[config.mk]
export PLATFORM = sky130hd
export DESIGN_NAME = odd_wb_pipe
export DESIGN_NICKNAME = d
export VERILOG_FILES = /design/src/rtl/odd_wb_pipe_pkg.sv /design/src/rtl/odd_wb_pipe_fwd_match.sv /design/src/rtl/odd_wb_pipe.sv
export SDC_FILE = /design/constraint.sdc
export NUM_CORES = 2
export LEC_CHECK = 0
export ABC_AREA = 1
export CAP_MARGIN = 20
export CORE_AREA = 5 5 318 320
export DETAILED_ROUTE_END_ITERATION = 10
export DIE_AREA = 0 0 323 325
export GPL_ROUTABILITY_DRIVEN = 1
export SYNTH_ARGS = -nofsm -noshare
export SYNTH_HDL_FRONTEND = slang
export SYNTH_SLANG_ARGS = --single-unit
[constraint.sdc]
create_clock -name clk -period 2.7 [get_ports clk]
set_input_delay 0.405 -clock clk [delete_from_list [all_inputs] [get_ports clk]]
set_output_delay 0.405 -clock clk [all_outputs]
set_load 0.03 [all_outputs]
[src/rtl/odd_wb_pipe_pkg.sv]
// Shared odd-pipe types: 128-bit quadword, 7-bit register address and the
// writeback stage entry carried through the alignment pipeline.
package odd_wb_pipe_pkg;

   typedef logic [0:127] quad_t;
   typedef logic [0:6]   regaddr_t;

   typedef struct packed {
      logic     valid;
      regaddr_t addr;
      quad_t    data;
   } wb_entry_t;

   localparam int ODD_DEPTH = 7;
   localparam int PERM_LAT  = 4;
   localparam int LS_LAT    = 6;

   localparam wb_entry_t WB_EMPTY = '{valid: 1'b0, addr: 7'd0, data: 128'd0};

   function automatic wb_entry_t make_entry(input regaddr_t addr, input quad_t data);
      wb_entry_t e;
      e.valid = 1'b1;
      e.addr  = addr;
      e.data  = data;
      return e;
   endfunction

endpackage

[src/rtl/odd_wb_pipe_fwd_match.sv]
// Forwarding lookup: finds the youngest (lowest-numbered) valid stage whose
// destination matches the requested source register.
module fwd_match
   import odd_wb_pipe_pkg::*;
#(
   parameter int DEPTH = ODD_DEPTH
) (
   input  wb_entry_t [1:DEPTH] stages_i,
   input  regaddr_t            addr_i,
   output logic                hit_o,
   output quad_t               data_o
);

   // Scan oldest to youngest so the youngest match is the last one written.
   always_comb begin
      hit_o  = 1'b0;
      data_o = 128'd0;
      for (int k = DEPTH; k >= 1; k--) begin
         if (stages_i[k].valid && (stages_i[k].addr == addr_i)) begin
            hit_o  = 1'b1;
            data_o = stages_i[k].data;
         end else begin
            hit_o  = hit_o;
            data_o = data_o;
         end
      end
   end

endmodule

[src/rtl/odd_wb_pipe.sv]
// Odd-pipe result alignment and writeback: permute and LocalStore results are
// injected at their native latency and shifted to a common writeback stage.
module odd_wb_pipe
   import odd_wb_pipe_pkg::*;
#(
   parameter int DEPTH    = ODD_DEPTH,
   parameter int PERM_LAT = odd_wb_pipe_pkg::PERM_LAT,
   parameter int LS_LAT   = odd_wb_pipe_pkg::LS_LAT
) (
   input  logic     clk,
   input  logic     reset,
   input  quad_t    perm_rt,
   input  regaddr_t perm_rt_addr,
   input  logic     perm_reg_write,
   input  quad_t    ls_rt_wb,
   input  regaddr_t ls_rt_addr_wb,
   input  logic     ls_reg_write_wb,
   input  regaddr_t fwd_addr_a,
   input  regaddr_t fwd_addr_b,
   input  regaddr_t fwd_addr_c,
   output logic     fwd_hit_a,
   output logic     fwd_hit_b,
   output logic     fwd_hit_c,
   output quad_t    fwd_data_a,
   output quad_t    fwd_data_b,
   output quad_t    fwd_data_c,
   output quad_t    rt_wb,
   output regaddr_t rt_addr_wb,
   output logic     reg_write_wb,
   output logic     slot_err
);

   wb_entry_t [1:DEPTH] stages_q;
   wb_entry_t [1:DEPTH] stages_d;
   logic                slot_err_q;
   logic                slot_err_d;

   // Shift plus injection; an injected result overwrites whatever was arriving.
   always_comb begin
      stages_d[1] = WB_EMPTY;
      for (int k = 2; k <= DEPTH; k++) begin
         stages_d[k] = stages_q[k-1];
      end
      slot_err_d = slot_err_q;
      if (perm_reg_write) begin
         stages_d[PERM_LAT] = make_entry(perm_rt_addr, perm_rt);
         if (stages_q[PERM_LAT-1].valid) begin
            slot_err_d = 1'b1;
         end else begin
            slot_err_d = slot_err_d;
         end
      end else begin
         stages_d[PERM_LAT] = stages_q[PERM_LAT-1];
      end
      if (ls_reg_write_wb) begin
         stages_d[LS_LAT] = make_entry(ls_rt_addr_wb, ls_rt_wb);
         if (stages_q[LS_LAT-1].valid) begin
            slot_err_d = 1'b1;
         end else begin
            slot_err_d = slot_err_d;
         end
      end else begin
         stages_d[LS_LAT] = stages_q[LS_LAT-1];
      end
   end

   // Stage registers and sticky collision flag with synchronous active-low reset.
   always_ff @(posedge clk) begin
      if (!reset) begin
         for (int k = 1; k <= DEPTH; k++) begin
            stages_q[k] <= WB_EMPTY;
         end
         slot_err_q <= 1'b0;
      end else begin
         stages_q   <= stages_d;
         slot_err_q <= slot_err_d;
      end
   end

   assign rt_wb        = stages_q[DEPTH].data;
   assign rt_addr_wb   = stages_q[DEPTH].addr;
   assign reg_write_wb = stages_q[DEPTH].valid;
   assign slot_err     = slot_err_q;

   fwd_match #(.DEPTH(DEPTH)) u_fwd_a (
      .stages_i (stages_q),
      .addr_i   (fwd_addr_a),
      .hit_o    (fwd_hit_a),
      .data_o   (fwd_data_a)
   );

   fwd_match #(.DEPTH(DEPTH)) u_fwd_b (
      .stages_i (stages_q),
      .addr_i   (fwd_addr_b),
      .hit_o    (fwd_hit_b),
      .data_o   (fwd_data_b)
   );

   fwd_match #(.DEPTH(DEPTH)) u_fwd_c (
      .stages_i (stages_q),
      .addr_i   (fwd_addr_c),
      .hit_o    (fwd_hit_c),
      .data_o   (fwd_data_c)
   );

endmodule

; Word level (Yosys, flattened, before mapping)
; Cells that the tools add are included.
[classes]
eq_ne = 21
muxes = 48
n_reduce_logical = 21
[ops]
columns = cell, count
row1 = two-way mux 128 bit, 21
row2 = two-way mux 136 bit, 2
row3 = == test 7 bit, 21
row4 = two-way mux 1 bit, 25
row5 = logical AND 1 bit, 21
[word_totals]
regBits = 953
inputBits = 295
output_inout_bits = 524
elab_cells = 112

; Longest topological paths before layout
[logic_depth]
word_depth = 9
mapped_depth = 13

; Cells and area by module
; A second synthesis with hierarchy kept.
[unflattened]
hier_cells = 9237
area_unflattened_um2 = 48182.5
[by_module_without_submodules]
columns = module, instances, cells_per_inst, area_per_inst_um2
row1 = fwd_match, 3, 2323, 10027.1
row2 = odd_wb_pipe, 1, 2268, 18101.1

; Least setup slack after synthesis
; OpenSTA, ideal clock, no wires.
[synth_path]
path_kind = reg2out
start = register stages_q, in the netlist reg_write_wb
end = output fwd_data_b[112]
arrival_time_ps = 1913
setup_slack_ps = 382
path_stages_with_launch = 11
cell_sequence = dfxtp_1 o21ai_0 nor2_1 nand2_1 inv_2 buf_2 buf_4 nand3_1 nand2_1 nand2_1 a21oi_1
[synth_between]
elab_chain_cells = 8
[synth_lines]
columns = item, line_no
row1 = from (decl), odd_wb_pipe.sv:33  ; wb_entry_t [1:DEPTH] stages_q;
row2 = from (signal assigned), odd_wb_pipe.sv:75  ; stages_q <= stages_d;
row3 = logical AND 1 bit, odd_wb_pipe_fwd_match.sv:19  ; if (stages_i[k].valid && (stages_i[k].addr == addr_i)) begin
row4 = two-way mux 128 bit (7 in series), odd_wb_pipe_fwd_match.sv:19
row5 = to (decl), odd_wb_pipe.sv:25  ; output quad_t fwd_data_b,
; No other way between the ends.

; Worst setup path after layout
[layout_path]
start = register stages_q, in the netlist stages_d[131]
end = output fwd_data_b[127]
[layout_between]
elab_chain_cells = 8
[layout_lines]
columns = item, line_no
row1 = == test 7 bit, odd_wb_pipe_fwd_match.sv:19
row2 = logical AND 1 bit, odd_wb_pipe_fwd_match.sv:19
row3 = two-way mux 128 bit (6 in series), odd_wb_pipe_fwd_match.sv:19
; No other way between the ends.

==> reports/summary.txt <==
DIE AREA - 0.105 mm2
Yosys top cell by area - dfxtp_1
DRC viols - 0
Final wirelength - 190 mm
Clock sink total - 545
Critical Path End Type - output pin
Setup crit end - fwd_data_b[127]
DRT Pass-1 Iters - 9
Kind of critical path - flip-flop to output pin
Num rows - 115
Worst-Skew Late Latency - 0.64 ns
CTS tree - done
Avg WL per Cell - 24.5 um
Gpl congestion - 0.949
Clock transition at path regs - 0.07 ns
First-pass GRT wire length - 263 mm
Count of pins over their slew limit - 0
Least-Margin Pin Slew - 0.897 ns
CP delay by family, top - buffers and inverters
Post-DRT Antenna Nets - 0
Final min period - 3.16 ns
GR Layer Usage met1 - 0.395
Post-Syn Area per Cell - 5.95 um2
Core ar. - 0.0978 mm2
Cell count after synthesis - 5479
Post-DP Area - 0.0439 mm2
Filler cells - 9410
Vias per cell - 5.48
Netlist cell types - 20
Proportion of layout cells with a drive suffix above 1 - 0.244
CP max FO - 7
Pwr Density - 400 mW/mm2
Vias in the first global route - 40100
Synth Net Count - 5774
CTS max path bufs - 3
Post-synthesis sequential area ratio - 0.335
Pleak - 25.9 nW
Reg-to-reg critical path startpoint - stages_q[318]$_SDFF_PN0_
RSZ-0062 raised after global routing - yes
Period utilization - 1.17
Final Hold Viols - 0
1st-iter DRT viols - 5820
Area contributors post-synth - dfxtp_1 33%, a21oi_1 18%, nand2_1 14%
Critical Path AT - 2.75 ns
Required time of the critical path - 2.30 ns
Ys Warns - 0
Switching pwr - 5.81 mW
Flops & latches, synth - 545
Port Buffers - 818
Most common cell after layout, fill and taps aside - nand2_1
M2 GR Usage - 0.542
Dpl ws - -0.693 ns
Clock power frac - 0.450
Effective utilization at floorplan - 0.333
Cell chain of the critical path - inv_4 > buf_6 > nand2_2 > nand2_2 > nor2_4 > nand2_2 > nor2_4 > buf_12 > clkinv_16 > buf_16 > buf_12 > nand2_4 > nand2_2 > a21oi_2 > buf_4 > buf_12
Met3 usage - 0.0883
Rel. slew slack - 0.402
Most frequent cells in the layout - 1124 x nand2_1, 915 x a21oi_1, 773 x nor2_1
# IOs - 819
Vias post-DR - 42500
H-Tree Depth - 3
Startpoint Class - flip-flop
Reg2reg end - stages_d[46]$_SDFF_PN0_
Final setup viols - 387
Die Width - 323 um
R2r setup slk - 1.86 ns
Most common cell on crit path - nand2_2
Total GRT Usage - 0.329
Largest stage delay on the critical path - 0.39 ns
Layout Cell Area excl Fill - 0.0522 mm2
Root buf cell - clkbuf_16
Worst r2r path cells - 2
Max-Cap Viols - 0
CP Buf/Inv Count - 8
Mapped Area - 0.0326 mm2
Worst path depth - 16
Post-Layout Cell Count - 7768
Total Power - 20.9 mW
Congestion Overflow GR - 0
Gate power share - 0.130
Placed insts - 7491
Grt peak-use layer - met2
Detailed Place HPWL - 120 mm
Die height - 325 um
Largest net degree at the start of global routing - 128
Crit-path slowest cell - dfxtp_4
Status - complete, but fails checks
Layout area overhead - 60.3%
Worst setup path start - stages_d[131]$_SDFF_PN0_
Fin worst setup slack - -0.458 ns
Number of CTS-inserted buffers - 68
Internal power - 15.1 mW
Clk_skew - 0.0252 ns
F_max - 317 MHz
Worst Hold Class - input pin to flip-flop
Initial antenna violation count - 22
Nets - 6718
# hold bufs at CTS - 0
Top-area cell type share of the netlist area - 0.335
Flop pwr share - 0.420
Peak VDD IR - 0.409 mV
Final setup TNS - -138.27 ns
Failing checks - setup timing
Net Sw Frac - 0.278
synth_stat cells:
master and count:
a21oi_1 1152, nor2_1 820, nand2_1 1233, o21ai_1 4, buf_6 12, inv_1 583
nor3_1 3, clkbuf_1 177, nand4_1 4, o21ai_0 147, nand3_1 392, buf_1 8
xnor2_1 9, buf_4 151, nor2_4 3, nor2_2 3, buf_2 203, dfxtp_1 545
xor2_1 8, inv_2 22
per-layer routing:
layer  vias up  routed length [um]
met5         -                  81
met4        12               11800
met3       752               22500
met2      3100               86700
met1     19600               69100
li1      19100                   -
power groups by stage:
stage | clock (mW) | sequential, mW | combinational [mW]
2_1_floorplan | 0 | 8.78 | 1.21
6_report | 9.40 | 8.76 | 2.72
4_1_cts | 9.46 | 8.74 | 2.60
3_5_place_dp | 0 | 8.90 | 2.43
5_1_grt | 9.76 | 8.78 | 2.88
3_3_place_gp | 0 | 8.91 | 2.42
kinds of logic after synthesis:
kind of cell              Yosys count  synth area share
AOI/OAI and AO/OA                1303             0.200
and+or+nand+nor                  2458             0.299
xor gates and xnor gates           17           0.00457
buffers and inverters            1156             0.161
DFF                               545             0.335
registers in the layout, indices dropped and copies added (netlist names):
register / cells
slot_err: 1
rt_wb: 128
stages_q: 136
stages_d: 272
reg_write_wb: 1
rt_addr_wb: 7
through the flow:
stage               utilization  hold WS, ns
detailed placement        0.449        0.415
global route              0.534        0.201
floorplan                     -        0.407
global placement          0.449        0.409
finish                    0.534        0.203
CTS                       0.513        0.180
worst min-delay path by stage:
| stage | start | slack, ns | cells past startpoint | end |
|---|---|---|---|---|
| floorplan | stages_d[0]$_SDFF_PN0_ | 0.41 | 2 | rt_wb[0]$_SDFF_PN0_ |
| global placement | stages_d[124]$_SDFF_PN0_ | 0.41 | 2 | rt_wb[124]$_SDFF_PN0_ |
| detailed placement | stages_d[38]$_SDFF_PN0_ | 0.41 | 2 | rt_wb[38]$_SDFF_PN0_ |
| CTS | reset | 0.18 | 3 | rt_wb[92]$_SDFF_PN0_ |
| global route | reset | 0.20 | 3 | rt_wb[87]$_SDFF_PN0_ |
| finish | reset | 0.20 | 3 | stages_q[274]$_SDFF_PN0_ |
tightest hold or removal path, cell delays in order:
cell and delay (ns):
buf_8 0.23, nand2_1 0.13, inv_1 0.03
layout make-up:
| type | instances | area, um2 | area share |
|---|---|---|---|
| timing repair inverter | 2 | 27.5 | 0.000527 |
| clock inverter | 16 | 199 | 0.00381 |
| clock buffer | 99 | 2000 | 0.0383 |
| tap | 1287 | 1610 | 0.0308 |
| inverter | 605 | 2390 | 0.0457 |
| multi-input combinational | 3778 | 18200 | 0.349 |
| timing repair buffer | 1423 | 16800 | 0.321 |
| sequential | 545 | 11000 | 0.210 |
| antenna | 13 | 32.5 | 0.000623 |
timing repair:
| item | CTS | global route |
|---|---|---|
| gates cloned | 54 | 25 |
| pin swaps | 102 | 101 |
| setup endpoints to repair | 387 | 387 |
| gates resized for setup | 620 | 353 |
| setup buffers | 54 | 23 |
Power figures use the tool's default switching activity.
